===== src/rtl/unary_matmul_engine.sv =====
// unary_matmul_engine
//   Weight-stationary K x N array computing C = A x B (or C += A x B) for a
//   signed M x K matrix A and a signed K x N matrix B. Each A element is
//   replayed as a thermometer pulse train of its magnitude over a W-cycle
//   window. Each node adds its signed B magnitude once per pulse. Partial
//   sums drop one row per window, and the bottom row produces C.
//
// Ports
//   clk    : clock
//   reset  : asynchronous, active-high reset
//   start  : job request, accepted only while idle
//   acc    : sampled with start; 1 = add result to held C, 0 = overwrite C
//   a_in   : A[m][k] at bits [(m*K+k)*BW +: BW]
//   b_in   : B[k][n] at bits [(k*N+n)*BW +: BW]
//   busy   : high while a job is in flight
//   done   : one-cycle pulse when c_out holds the finished result
//   c_out  : C[m][n] at bits [(m*N+n)*OUT_W +: OUT_W]; held between jobs
module unary_matmul_engine #(
  parameter  int M     = 2,
  parameter  int K     = 2,
  parameter  int N     = 2,
  parameter  int BW    = 4,
  localparam int W     = 2 ** (BW - 1),
  localparam int OUT_W = 2 * BW + $clog2(K),
  localparam int LAT   = (M + K + N - 2) * W + 1
) (
  input  logic                 clk,
  input  logic                 reset,
  input  logic                 start,
  input  logic                 acc,
  input  logic [M*K*BW-1:0]    a_in,
  input  logic [K*N*BW-1:0]    b_in,
  output logic                 busy,
  output logic                 done,
  output logic [M*N*OUT_W-1:0] c_out
);

  localparam int NWIN  = M + K + N - 2;
  localparam int WIN_W = $clog2(NWIN + 1);
  localparam int CNT_W = $clog2(LAT + 1);

  typedef enum logic {S_IDLE = 1'b0, S_RUN = 1'b1} state_t;

  // |v| as an unsigned BW-bit value, so the most negative code maps to W.
  function automatic logic [BW-1:0] mag_of(input logic [BW-1:0] v);
    logic [BW-1:0] neg_v;
    neg_v = ~v + 1'b1;
    return v[BW-1] ? neg_v : v;
  endfunction

  // Signed per-cycle contribution of one node.
  function automatic logic signed [OUT_W-1:0] term(input logic pulse,
                                                   input logic neg,
                                                   input logic [BW-1:0] bmag);
    logic signed [OUT_W-1:0] ext;
    ext = $signed({{(OUT_W-BW){1'b0}}, bmag});
    if (!pulse) return '0;
    return neg ? -ext : ext;
  endfunction

  // Result write-back: overwrite or accumulate, wrapping at OUT_W bits.
  function automatic logic [OUT_W-1:0] merge(input logic add,
                                             input logic [OUT_W-1:0] old,
                                             input logic signed [OUT_W-1:0] val);
    return add ? old + val : val;
  endfunction

  state_t               state;
  logic [M*K*BW-1:0]    a_q;
  logic [K*N*BW-1:0]    b_q;
  logic                 acc_q;
  logic [BW-1:0]        cyc;
  logic [WIN_W-1:0]     win;
  logic [CNT_W-1:0]     run_cnt;

  logic [BW-1:0]           amag_p0     [K][N];
  logic                    asgn_p0     [K][N];
  logic signed [OUT_W-1:0] node_acc_p1 [K][N];
  logic signed [OUT_W-1:0] psum_p1     [K][N];
  logic                    vld_p2;
  logic [WIN_W-1:0]        wr_win_p2;

  logic [M*K*BW-1:0]       a_sel;
  int                      src_win;
  logic [BW-1:0]           src_mag  [K];
  logic                    src_sgn  [K];
  logic [BW-1:0]           bmag     [K][N];
  logic                    bsgn     [K][N];
  logic signed [OUT_W-1:0] psum_in  [K][N];
  logic signed [OUT_W-1:0] node_term[K][N];
  logic signed [OUT_W-1:0] node_sum [K][N];

  logic win_live;
  logic last_cyc;

  assign win_live = (win < WIN_W'(NWIN));
  assign last_cyc = (cyc == BW'(W - 1));

  // Stage p0: column-0 stream source for the window about to start.
  // On the accept edge the operands are taken straight from a_in.
  always_comb begin
    a_sel   = (state == S_IDLE) ? a_in : a_q;
    src_win = (state == S_IDLE) ? 0 : int'(win) + 1;
    for (int k = 0; k < K; k++) begin
      src_mag[k] = '0;
      src_sgn[k] = 1'b0;
      for (int m = 0; m < M; m++) begin
        if (m + k == src_win) begin
          src_mag[k] = mag_of(a_sel[(m*K+k)*BW +: BW]);
          src_sgn[k] = a_sel[(m*K+k)*BW + BW - 1];
        end
      end
    end
  end

  // Stage p1: per-node unary AND, sign correction and partial-sum chain.
  always_comb begin
    for (int n = 0; n < N; n++) begin
      psum_in[0][n] = '0;
      for (int k = 1; k < K; k++) psum_in[k][n] = psum_p1[k-1][n];
    end
    for (int k = 0; k < K; k++) begin
      for (int n = 0; n < N; n++) begin
        bmag[k][n]      = mag_of(b_q[(k*N+n)*BW +: BW]);
        bsgn[k][n]      = b_q[(k*N+n)*BW + BW - 1];
        node_term[k][n] = term(cyc < amag_p0[k][n],
                               (asgn_p0[k][n] ^ bsgn[k][n]) &&
                               (amag_p0[k][n] != '0) && (bmag[k][n] != '0),
                               bmag[k][n]);
        node_sum[k][n]  = psum_in[k][n] + node_acc_p1[k][n] + node_term[k][n];
      end
    end
  end

  always_ff @(posedge clk or posedge reset) begin
    if (reset) begin
      state     <= S_IDLE;
      busy      <= 1'b0;
      done      <= 1'b0;
      c_out     <= '0;
      a_q       <= '0;
      b_q       <= '0;
      acc_q     <= 1'b0;
      cyc       <= '0;
      win       <= '0;
      run_cnt   <= '0;
      vld_p2    <= 1'b0;
      wr_win_p2 <= '0;
      for (int k = 0; k < K; k++) begin
        for (int n = 0; n < N; n++) begin
          amag_p0[k][n]     <= '0;
          asgn_p0[k][n]     <= 1'b0;
          node_acc_p1[k][n] <= '0;
          psum_p1[k][n]     <= '0;
        end
      end
    end else begin
      done   <= 1'b0;
      vld_p2 <= 1'b0;
      case (state)
        S_IDLE: begin
          if (start) begin
            state   <= S_RUN;
            busy    <= 1'b1;
            a_q     <= a_in;
            b_q     <= b_in;
            acc_q   <= acc;
            cyc     <= '0;
            win     <= '0;
            run_cnt <= '0;
            for (int k = 0; k < K; k++) begin
              for (int n = 0; n < N; n++) begin
                amag_p0[k][n]     <= (n == 0) ? src_mag[k] : '0;
                asgn_p0[k][n]     <= (n == 0) ? src_sgn[k] : 1'b0;
                node_acc_p1[k][n] <= '0;
                psum_p1[k][n]     <= '0;
              end
            end
          end
        end
        S_RUN: begin
          run_cnt <= run_cnt + 1'b1;
          if (win_live) begin
            if (last_cyc) begin
              // Window boundary: hand sums down, shift A one column right.
              cyc       <= '0;
              win       <= win + 1'b1;
              vld_p2    <= 1'b1;
              wr_win_p2 <= win;
              for (int k = 0; k < K; k++) begin
                amag_p0[k][0] <= src_mag[k];
                asgn_p0[k][0] <= src_sgn[k];
                for (int n = 1; n < N; n++) begin
                  amag_p0[k][n] <= amag_p0[k][n-1];
                  asgn_p0[k][n] <= asgn_p0[k][n-1];
                end
                for (int n = 0; n < N; n++) begin
                  node_acc_p1[k][n] <= '0;
                  psum_p1[k][n]     <= node_sum[k][n];
                end
              end
            end else begin
              cyc <= cyc + 1'b1;
              for (int k = 0; k < K; k++)
                for (int n = 0; n < N; n++)
                  node_acc_p1[k][n] <= node_acc_p1[k][n] + node_term[k][n];
            end
          end
          // Stage p2: bottom-row sum of window m+K-1+n lands in C[m][n].
          if (vld_p2) begin
            for (int n = 0; n < N; n++) begin
              for (int m = 0; m < M; m++) begin
                if (m + K - 1 + n == int'(wr_win_p2))
                  c_out[(m*N+n)*OUT_W +: OUT_W] <=
                    merge(acc_q, c_out[(m*N+n)*OUT_W +: OUT_W], psum_p1[K-1][n]);
              end
            end
          end
          if (run_cnt == CNT_W'(LAT - 1)) begin
            state <= S_IDLE;
            busy  <= 1'b0;
            done  <= 1'b1;
          end
        end
        default: state <= S_IDLE;
      endcase
    end
  end

endmodule


===== config.mk =====
export PLATFORM = sky130hd
export DESIGN_NAME = unary_matmul_engine
export DESIGN_NICKNAME = d
export VERILOG_FILES = /design/src/rtl/unary_matmul_engine.sv
export SDC_FILE = /design/constraint.sdc
export NUM_CORES = 1
export LEC_CHECK = 0
export ABC_CLOCK_PERIOD_IN_PS = 5900
export CAP_MARGIN = 20
export CORE_UTILIZATION = 45
export DETAILED_ROUTE_END_ITERATION = 6
export PLACE_DENSITY_LB_ADDON = 0.2
export SLEW_MARGIN = 10
export SYNTH_ARGS = -nofsm -noshare
export SYNTH_HDL_FRONTEND = slang
export SYNTH_SLANG_ARGS = --single-unit
export TNS_END_PERCENT = 100

===== constraint.sdc =====
create_clock -name clk -period 5.9 [get_ports clk]
set_input_delay 0.885 -clock clk [delete_from_list [all_inputs] [get_ports clk]]
set_output_delay 0.885 -clock clk [all_outputs]
set_load 0.03 [all_outputs]

==> impl_metrics.csv <==
group,metric,value,unit
status,status,"completed",
clock_tree,cts-resized-gates,0,
global_routing,antenna_found_initial,0,
yosys,yosysTopAreaCell,"dfrtp_1",
yosys,ys.flop_type,"dfrtp_1",
placed_design,hpwl,20500,um
floorplanning,die_area,28200,sq um
floorplanning,rows,60,
timing,worstMarginPinSlew,1040,ps
routing,routed_wl,28700,um
clock_tree,clock-root-buffer,"clkbuf_16",
timing,setup_viol,0,
yosys,synthesis.area,12400,sq um
routing,drc,0,
cells_and_area,fin_nets,1623,
routing,routed_via_density,5.48,
global_routing,grt_max_degree,137,
cells_and_area,fill_cells,2537,
clock_tree,cts_buffers,17,
cells_and_area,multi_input_area,7360,sq um
routing,num_vias,9900,
yosys,avgSynthCellArea,8.85,sq um
timing,min_period_over_period,70.3,%
timing,max_freq,241,MHz
yosys,ys_seq_area_share,36.6,%
clock_tree,tritoncts,"built",
yosys,synthArstFlopShare,100,%
yosys,synth-xor-area-share,5.25,%
clock_tree,holdBufCountCts,0,
yosys,synth.distinct_cells,61,
critical_path,critical-path-max-stage-delay,490,ps
yosys,synth_nets,1571,
yosys,ys_seq_elements,181,
cells_and_area,seq_area,4530,sq um
critical_path,arrival,4440,ps
clock_tree,cts_setup_buffers,0,
placed_design,gp_routability_congestion,0.822,
yosys,synthTopCellsByArea,"dfrtp_1, ha_1, nand2_1",
routing,drt-initial-drc-count,563,
critical_path,critPathBufInv,3,
clock_tree,clock_latency,440,ps
clock_tree,cts.path.max_buffers,2,
yosys,ys_warn_count,0,
clock_tree,htreeDepth,4,
floorplanning,ios,74,
cells_and_area,diodes,0,
floorplanning,start_util,45.9,%
hold_path,min_path_type,"reg2reg",
timing,maxSlewHeadroom,30.6,%
cells_and_area,drive_gt1_share,4.58,%
yosys,synth_top_area_share,36.6,%
critical_path,worst-path-max-fanout,5,
critical_path,cp.required,6190,ps
timing,skew,13.9,ps
placed_design,port_buffers,73,
critical_path,critPathKind,"reg2reg",
timing,period_minus_slack,4150,ps
global_routing,grt_pass1_wl,48900,um
clock_tree,cts.sinks,181,
yosys,synth.area.mux_share,3.20,%
global_routing,grt_use_total,21.6,%
timing,hold_viol,0,
global_routing,overflow,0,
timing,rsz0062_at_grt,"false",
global_routing,grt_pass1_vias,9904,
critical_path,slowest_stage,"fa_1",
clock_tree,clk_pin_slew,80,ps
critical_path,crit_family,"adder cells",
run,cap_violations,0,
routing,ant_nets,0,
yosys,synth_compound_area_share,17.3,%
yosys,synth_top_family_by_area,"simple AND/OR/NAND/NOR gates",
floorplanning,fp.dieH,168,um
routing,dr.pass1.iters,5,
yosys,syn-instance-count,1399,
critical_path,worstPathCellList,"inv_1 -> ha_1 -> nand2_1 -> o21ai_0 -> inv_1 -> ha_1 -> a31o_4 -> mux2i_1 -> or2_2 -> fa_1 -> inv_1 -> ha_1 -> fa_1 -> a21o_1 -> a21oi_1 -> o21bai_1 -> a21oi_1 -> xor2_1 -> o21ai_0",
yosys,synth_fa_ha_area_share,15.3,%
routing,wl_per_cell,15.9,um
critical_path,setup.worst_path.end_class,"flip-flop",
floorplanning,fp.dieW,168,um
critical_path,start_kind,"flip-flop",
yosys,yosys.area_share.simple,18.3,%
yosys,synth_edf_count,0,
timing,drv_slew,0,
cells_and_area,area_growth_syn_to_layout,13.4,%
floorplanning,coreArea,27000,sq um
timing,setup_tns,0,ps
-- cell usage after synthesis (8+ instances only) --
cell,n
nand2b_1,27
nand3_1,59
xor2_1,27
dfrtp_1,181
o211ai_1,8
ha_1,110
o31ai_1,9
nor3_1,16
clkbuf_1,43
nor2_1,89
nor2b_1,29
fa_1,26
o21bai_1,8
a21o_1,15
nand2_1,216
inv_1,85
mux2i_1,34
o21a_1,19
or3_1,12
a31oi_1,16
xnor2_1,42
a21oi_1,80
o21ai_0,126
o22ai_1,11
-- worst min-delay path: stages, from the launching register on --
cell	delay (ps)
dfrtp_1	350
nand2_1	50
nand2_1	50
-- registers in the layout, summed over array words and instances, names as in the netlist --
| register | cells |
|---|---|
| a_q | 16 |
| acc_q | 1 |
| amag_p0 | 16 |
| asgn_p0 | 4 |
| b_q | 16 |
| busy | 1 |
| c_out | 36 |
| cyc | 4 |
| done | 1 |
| node_acc_p1 | 36 |
| psum_in | 18 |
| psum_p1 | 18 |
| run_cnt | 6 |
| state | 1 |
| vld_p2 | 1 |
| win | 3 |
| wr_win_p2 | 3 |
-- metal layers --
| metal | vias to the layer above | track usage [%] | share of wire (%) |
|---|---|---|---|
| met5 | - | 0 | 0 |
| met4 | 0 | 5.27 | 1.3 |
| met3 | 26 | 3.48 | 3.2 |
| met2 | 162 | 37.8 | 49 |
| met1 | 4719 | 28.0 | 47 |
| li1 | 4993 | - | - |
-- placed cells by master (no fill, tap or decap), types with 9 or more instances in the layout --
cell	instances
a21o_1	15
a21oi_1	80
a31oi_1	16
buf_4	9
clkbuf_16	17
clkdlybuf4s50_1	73
dfrtp_1	181
fa_1	26
ha_1	110
inv_1	84
mux2i_1	34
nand2_1	215
nand2b_1	26
nand3_1	59
nor2_1	87
nor2b_1	28
nor3_1	16
o21a_1	19
o21ai_0	126
o22ai_1	11
o31ai_1	9
or3_1	12
xnor2_1	42
xor2_1	27
-- cells by family (layout without fill, tap and decap cells) --
group | count (synthesis) | count (layout)
compound gates | 348 | 348
simple gates | 490 | 490
mux | 39 | 39
flops | 181 | 181
xor+xnor | 71 | 71
buf+inv | 134 | 199
fa+ha+maj | 136 | 136
-- stage by stage --
stage,hold slack [ps],worst slack (ps),area [sq um],std cells,util (%)
after floorplan,440,99.7,12400,1399,-
final,477,1750,14000,1805,52.1
after global placement,455,1860,13400,1773,49.9
after detailed placement,462,1750,13400,1773,49.9
after CTS,482,1760,14000,1805,52.1
after global routing,501,1410,14000,1805,52.1
-- layout make-up --
class / count / share of cell area (%)
multi-input combinational: 1084 / 52.4
sequential: 181 / 32.3
clock inverter: 14 / 1.13
timing repair buffer: 82 / 5.69
inverter: 85 / 2.33
clock buffer: 18 / 3.13
tap: 341 / 3.04
-- path summary, 6_finish.rpt --
check | from | end | slack (ps) | cells after the start
max | b_q[8]$_DFFE_PP0P_ | psum_p1[16]$_DFFE_PP0P_ | 1750 | 19
min | a_q[11]$_DFFE_PP0P_ | a_q[11]$_DFFE_PP0P_ | 480 | 2
max reg2reg | b_q[8]$_DFFE_PP0P_ | psum_p1[16]$_DFFE_PP0P_ | 1750 | 19
min reg2reg | a_q[11]$_DFFE_PP0P_ | a_q[11]$_DFFE_PP0P_ | 480 | 2
max in group asynchronous | reset | node_acc_p1[35]$_DFFE_PP0P_ | 3600 | 3
min in group asynchronous | reset | c_out[30]$_DFFE_PP0P_ | 960 | 2
Power is left out: the tool's default activity adds up to more than one toggle a clock period on the data nets, which glitch-free logic cannot reach.
